## config.mk

```make
export PLATFORM = sky130hd
export DESIGN_NAME = int_ctrl_flat
export DESIGN_NICKNAME = d
export VERILOG_FILES = /design/src/rtl/int_ctrl_pkg.sv /design/src/rtl/int_ctrl_if.sv /design/src/rtl/int_ctrl_prio_enc.sv /design/src/rtl/int_ctrl.sv /design/src/flat_wrapper.sv
export SDC_FILE = /design/constraint.sdc
export NUM_CORES = 1
export LEC_CHECK = 0
export CAP_MARGIN = 20
export CORE_AREA = 3 3 83 85
export DETAILED_ROUTE_END_ITERATION = 12
export DIE_AREA = 0 0 86 88
export PLACE_DENSITY = 0.88
export REMOVE_ABC_BUFFERS = 1
export SLEW_MARGIN = 15
export SYNTH_ARGS = -nofsm -noshare
export SYNTH_HDL_FRONTEND = slang
export SYNTH_HIERARCHICAL = 1
export SYNTH_SLANG_ARGS = --single-unit
```

## constraint.sdc

```tcl
create_clock -name CLK -period 3.1 [get_ports CLK]
set_input_delay 0.465 -clock CLK [delete_from_list [all_inputs] [get_ports CLK]]
set_output_delay 0.465 -clock CLK [all_outputs]
set_load 0.005 [all_outputs]
```

## src/rtl/int_ctrl_pkg.sv

```systemverilog
// Shared constants and types for the interrupt controller: register map, IE bit, FSM encoding.
package int_ctrl_pkg;

  localparam int unsigned DATA_W = 16;
  localparam int unsigned ID_W   = 4;
  localparam int unsigned IE_BIT = 15;

  localparam logic [1:0] ADDR_CTRL   = 2'd0;
  localparam logic [1:0] ADDR_PEND   = 2'd1;
  localparam logic [1:0] ADDR_VBASE  = 2'd2;
  localparam logic [1:0] ADDR_STATUS = 2'd3;

  typedef enum logic [1:0] {
    ST_IDLE    = 2'd0,
    ST_REQ     = 2'd1,
    ST_SERVICE = 2'd2
  } state_t;

endpackage

```

## src/rtl/int_ctrl_if.sv

```systemverilog
// Peripheral/register/PC-side signal bundle of the interrupt controller.
interface int_ctrl_if #(parameter int unsigned NIRQ = 8) ();

  logic [NIRQ-1:0] IRQ;
  logic            WE;
  logic [1:0]      Addr;
  logic [15:0]     Din;
  logic [15:0]     Dout;
  logic            Boundary;
  logic            PCpp;
  logic            Ret;
  logic            Reti;
  logic            INTjmp;
  logic [15:0]     Aint;
  logic            INTsave;

  modport master (
    output IRQ, WE, Addr, Din, Boundary, PCpp, Ret, Reti,
    input  Dout, INTjmp, Aint, INTsave
  );

  modport slave (
    input  IRQ, WE, Addr, Din, Boundary, PCpp, Ret, Reti,
    output Dout, INTjmp, Aint, INTsave
  );

endinterface

```

## src/rtl/int_ctrl_prio_enc.sv

```systemverilog
// Lowest-index-first priority encoder: bit 0 wins.
module int_prio_enc #(
  parameter int unsigned NIRQ = 8
) (
  input  logic [NIRQ-1:0] req,
  output logic            valid,
  output logic [3:0]      id
);

  // Scan downward so the lowest set index is the last one written.
  always_comb begin
    valid = 1'b0;
    id    = 4'd0;
    for (int i = NIRQ - 1; i >= 0; i--) begin
      if (req[i]) begin
        valid = 1'b1;
        id    = 4'(i);
      end
    end
  end

endmodule

```

## src/rtl/int_ctrl.sv

```systemverilog
// Interrupt controller feeding the PC: latches edge requests, masks, prioritises,
// and hands one vector at a time to the PC until return-from-interrupt.
module int_ctrl
  import int_ctrl_pkg::*;
#(
  parameter int unsigned NIRQ      = 8,
  parameter int unsigned VEC_SHIFT = 2
) (
  input  logic     CLK,
  input  logic     RST,
  int_ctrl_if.slave bus
);

  state_t              state, state_n;
  logic [NIRQ-1:0]     irq_q, pend, pend_n, mask;
  logic                ie;
  logic [DATA_W-1:0]   vbase, aint, aint_n;
  logic [ID_W-1:0]     id, id_n, sel_id;
  logic                active, active_n, intjmp, intjmp_n, intsave, intsave_n;
  logic                sel_valid;
  logic [NIRQ-1:0]     eligible, rise, w1c, take;

  assign rise     = bus.IRQ & ~irq_q;
  assign w1c      = (bus.WE && bus.Addr == ADDR_PEND) ? bus.Din[NIRQ-1:0] : '0;
  assign eligible = ie ? (pend & mask) : '0;

  int_prio_enc #(.NIRQ(NIRQ)) u_enc (
    .req   (eligible),
    .valid (sel_valid),
    .id    (sel_id)
  );

  // Next-state and registered-output logic
  always_comb begin
    state_n   = state;
    intjmp_n  = intjmp;
    aint_n    = aint;
    intsave_n = 1'b0;
    id_n      = id;
    active_n  = active;
    take      = '0;
    unique case (state)
      ST_IDLE: begin
        if (sel_valid && bus.Boundary) begin
          state_n   = ST_REQ;
          intjmp_n  = 1'b1;
          intsave_n = 1'b1;
          id_n      = sel_id;
          aint_n    = vbase + (DATA_W'(sel_id) << VEC_SHIFT);
          take      = NIRQ'(1) << sel_id;
        end
      end
      // PC gives PCpp/Ret priority over the jump, so wait for both low.
      ST_REQ: begin
        if (!bus.PCpp && !bus.Ret) begin
          state_n  = ST_SERVICE;
          intjmp_n = 1'b0;
          active_n = 1'b1;
        end
      end
      ST_SERVICE: begin
        if (bus.Reti) begin
          state_n  = ST_IDLE;
          active_n = 1'b0;
        end
      end
      default: state_n = ST_IDLE;
    endcase
  end

  // A new edge beats a same-cycle clear of the same bit.
  assign pend_n = (pend & ~w1c & ~take) | rise;

  always_ff @(posedge CLK or posedge RST) begin
    if (RST) begin
      state   <= ST_IDLE;
      irq_q   <= '0;
      pend    <= '0;
      mask    <= '0;
      ie      <= 1'b0;
      vbase   <= '0;
      aint    <= '0;
      id      <= '0;
      active  <= 1'b0;
      intjmp  <= 1'b0;
      intsave <= 1'b0;
    end else begin
      state   <= state_n;
      irq_q   <= bus.IRQ;
      pend    <= pend_n;
      aint    <= aint_n;
      id      <= id_n;
      active  <= active_n;
      intjmp  <= intjmp_n;
      intsave <= intsave_n;
      if (bus.WE && bus.Addr == ADDR_CTRL) begin
        mask <= bus.Din[NIRQ-1:0];
        ie   <= bus.Din[IE_BIT];
      end
      if (bus.WE && bus.Addr == ADDR_VBASE) vbase <= bus.Din;
    end
  end

  assign bus.INTjmp  = intjmp;
  assign bus.Aint    = aint;
  assign bus.INTsave = intsave;

  always_comb begin
    bus.Dout = '0;
    unique case (bus.Addr)
      ADDR_CTRL: begin
        bus.Dout         = DATA_W'(mask);
        bus.Dout[IE_BIT] = ie;
      end
      ADDR_PEND:   bus.Dout = DATA_W'(pend);
      ADDR_VBASE:  bus.Dout = vbase;
      ADDR_STATUS: bus.Dout = {active, 11'b0, id};
      default:     bus.Dout = '0;
    endcase
  end

endmodule
```

## src/flat_wrapper.sv

```systemverilog
// flat-port wrapper written by rule: the top's interface ports become plain ports
module int_ctrl_flat import int_ctrl_pkg::*;
#(
  parameter int unsigned NIRQ      = 8,
  parameter int unsigned VEC_SHIFT = 2
)
  (CLK, RST, bus_IRQ, bus_WE, bus_Addr, bus_Din, bus_Boundary, bus_PCpp, bus_Ret, bus_Reti, bus_Dout, bus_INTjmp, bus_Aint, bus_INTsave);
  int_ctrl_if #(.NIRQ(NIRQ)) bus_i ();
  input  logic CLK;
  input  logic RST;
  input wire logic [$bits(bus_i.IRQ)-1:0] bus_IRQ;
  input wire logic [$bits(bus_i.WE)-1:0] bus_WE;
  input wire logic [$bits(bus_i.Addr)-1:0] bus_Addr;
  input wire logic [$bits(bus_i.Din)-1:0] bus_Din;
  input wire logic [$bits(bus_i.Boundary)-1:0] bus_Boundary;
  input wire logic [$bits(bus_i.PCpp)-1:0] bus_PCpp;
  input wire logic [$bits(bus_i.Ret)-1:0] bus_Ret;
  input wire logic [$bits(bus_i.Reti)-1:0] bus_Reti;
  output wire logic [$bits(bus_i.Dout)-1:0] bus_Dout;
  output wire logic [$bits(bus_i.INTjmp)-1:0] bus_INTjmp;
  output wire logic [$bits(bus_i.Aint)-1:0] bus_Aint;
  output wire logic [$bits(bus_i.INTsave)-1:0] bus_INTsave;
  assign bus_i.IRQ = bus_IRQ;
  assign bus_i.WE = bus_WE;
  assign bus_i.Addr = bus_Addr;
  assign bus_i.Din = bus_Din;
  assign bus_i.Boundary = bus_Boundary;
  assign bus_i.PCpp = bus_PCpp;
  assign bus_i.Ret = bus_Ret;
  assign bus_i.Reti = bus_Reti;
  assign bus_Dout = bus_i.Dout;
  assign bus_INTjmp = bus_i.INTjmp;
  assign bus_Aint = bus_i.Aint;
  assign bus_INTsave = bus_i.INTsave;
  int_ctrl #(.NIRQ(NIRQ), .VEC_SHIFT(VEC_SHIFT)) u_core (.CLK(CLK), .RST(RST), .bus(bus_i));
endmodule
```

==> results.toml <==
[floorplan]
die_h_um = 88
row_count = 29
die-area_um2 = 7568
io_pins = 67
start_util_pct = 50.53
core_area_um2 = 6277
die_w_um = 86

[grt]
grt_start_max_net_pins = 38
grt-ovfl-total = 0
track_usage_pct = 21.64
antenna_found_initial = 0
grt_first_pass_wirelength_um = 12480
grt_pass1_vias = 2564

[critical_path]
crit_arrival_ps = 2340
worstPathRequired_ps = 2630
crit_fanout = 10
cp-start-kind = "input pin"
regToRegStartpoint = "u_core/ie"
crit_path_frequent_cell = "clkdlybuf4s50_1"
slowest_stage = "clkdlybuf4s50_1"
worstReg2RegEnd = "u_core/bus.Aint[14]"
r2r_slack_ps = 330
endpoint_kind = "primary output"
critPathMaxStageDelay_ps = 690
path_class = "input pin to primary output"
reg2regPathDepth = 10
crit_chain = "clkdlybuf4s50_1 > nor2b_1 > buf_4 > nand2_1 > o21ai_0 > clkdlybuf4s50_1"

[clock_tree]
cts_tree = "built"
numCtsBuffers = 9
cts_hold_buf = 0
cts-resized-gates = 0
clk_pin_slew_ps = 70
cts.path.max_buffers = 2
cts_max_level = 3
cts_setup_buffers = 0
numClockSinks = 66
clock_latency_ps = 340
clockRootBuffer = "clkbuf_8"

[placement]
dpl_cell_area_um2 = 3959
port_buffers = 66
finalWeightedCongestion = 0.8521
dpl.cell_count = 443
dp_hpwl_um = 5715

[pwr]
p_leak_nw = 1.817
ir_drop_uv = 401.0
power_density_nw_per_um2 = 750.8

[final_layout]
diodes = 0
fin_area_um2 = 4185
most-common-layout-cells = "clkdlybuf4s50_1 (66), dfrtp_1 (66), nand2_1 (60)"
drive_gt1_share_pct = 11.78
fin_nets = 415
fillers = 488
final_cell_count_no_fill = 459
areaGrowthSynthToFinish_pct = 31.95

[timing]
hold_viol = 0
clock_skew_ps = 6.326
setup_viol = 0
whs_ps = 410.5
timing.setup.tns_ps = 0
drv_slew = 0
slew_headroom_pct = 54.42
fmax_ghz = 0.3564
rsz0062_at_grt = "no"
fin_crit_ps = 2806
fin_crit_sh_pct = 90.52
tightest_slew_ps = 682.7

[routing]
drt_iter0_drc = 109
wl_um = 7544
drtAntennaViolNets = 0
dr.pass1.iters = 4
drt-wirelength-per-cell_um = 16.44
num_vias = 2495
drc = 0
via_per_inst = 5.436

[min_path]
hold_depth = 1
hp-class = "register to register"
worstHoldStart = "u_core/irq_q[3]"
hold_path_end = "u_core/pend[3]"

[job]
maxCapViolCount = 0

[synth]
synthCells = 301
ys_async_sr_fraction_pct = 100.0
synth_edf_count = 0
synth_seq_area_share_pct = 52.07
synthDistinctLibCells = 40
yosysWarnings = 6
ys_seq_elements = 66
syn_area_um2 = 3172
ys.flop_type = "dfrtp_1"
avgSynthCellArea_um2 = 10.54

[run_status]
status = "finished, final reports clean"
## worst max-delay path, delay by kind of cell
kind / cells / cell delay, ps
buf+inv: 3 / 1430
simple gates: 2 / 350
compound gates: 1 / 100
## power by group
part           switching (mW)  total (mW)  internal [mW]
Sequential              0.177        1.27           1.09
Combinational           0.503        1.08          0.578
Clock                   0.321       0.793          0.472
Total                    1.00        3.14           2.14
## final cells by class
type / instances / area (um2) / share of cell area [%]
tap: 77 / 96.34 / 2.302
inverter: 17 / 63.81 / 1.525
sequential: 66 / 1652 / 39.46
clock buffer: 11 / 141.4 / 3.378
clock inverter: 5 / 77.57 / 1.854
multi-input combinational: 207 / 1406 / 33.60
timing repair buffer: 76 / 748.2 / 17.88
## flip-flops by register name (all words and copies together) (netlist names)
signal and count:
u_core/vbase 16, u_core/id 4, u_core/bus.INTjmp 1, u_core/ie 1, u_core/bus.Aint 16, u_core/mask 8, u_core/pend 8, u_core/irq_q 8
u_core/state 2, u_core/bus.INTsave 1, u_core/active 1
## layer usage
metal	wire length [um]	global-route usage [%]	part of all wire, %
met1	3209	27.12	43
met2	3797	36.79	50
met3	349	3.481	4.6
met4	188	10.22	2.5
met5	0	0	0
## cells in the mapped netlist (all sizes together), types with 6 or more instances
library cell,count,area share (%)
o21ai,36,5.8
nand2,60,7.1
dfrtp,66,52
mux2,26,9.2
nor2,7,0.83
inv,17,2.0
and2,8,1.6
buf,10,1.7
o211ai,6,1.4
and3,11,2.2
xnor2,6,1.7
## metrics by stage
stage / total power [mW] / setup slack, ps / utilization, %
2_1_floorplan: 1.799 / 158.0 / -
3_3_place_gp: 2.297 / 330.2 / 63.07
3_5_place_dp: 2.355 / 282.8 / 63.07
4_1_cts: 3.154 / 242.4 / 66.55
5_1_grt: 3.353 / 150.5 / 66.67
6_report: 3.142 / 293.9 / 66.67
## how the worst max path moves through the flow
stage	cells after the start	startpoint	slack, ps	endpoint
floorplan	10	u_core/ie	160	u_core/bus.Aint[14]
global route	6	bus_Addr[1]	150	bus_Dout[6]
finish	6	bus_Addr[1]	290	bus_Dout[6]
detailed placement	10	u_core/ie	280	u_core/bus.Aint[14]
global placement	6	bus_Addr[1]	330	bus_Dout[6]
CTS	10	u_core/ie	240	u_core/bus.Aint[14]
## logic make-up (layout without fill, tap and decap cells)
family          Yosys count  count (layout)  share of synthesized area, %
simple gates             99              99                         14.71
flops                    66              66                         52.07
compound gates           57              57                         10.69
mux                      34              34                         13.33
buf+inv                  28             109                         3.826
xor+xnor                 11              11                         3.037
fa+ha+maj                 5               5                         2.209
other cells               1               1                        0.1182
(Power assumes the default switching activity.)
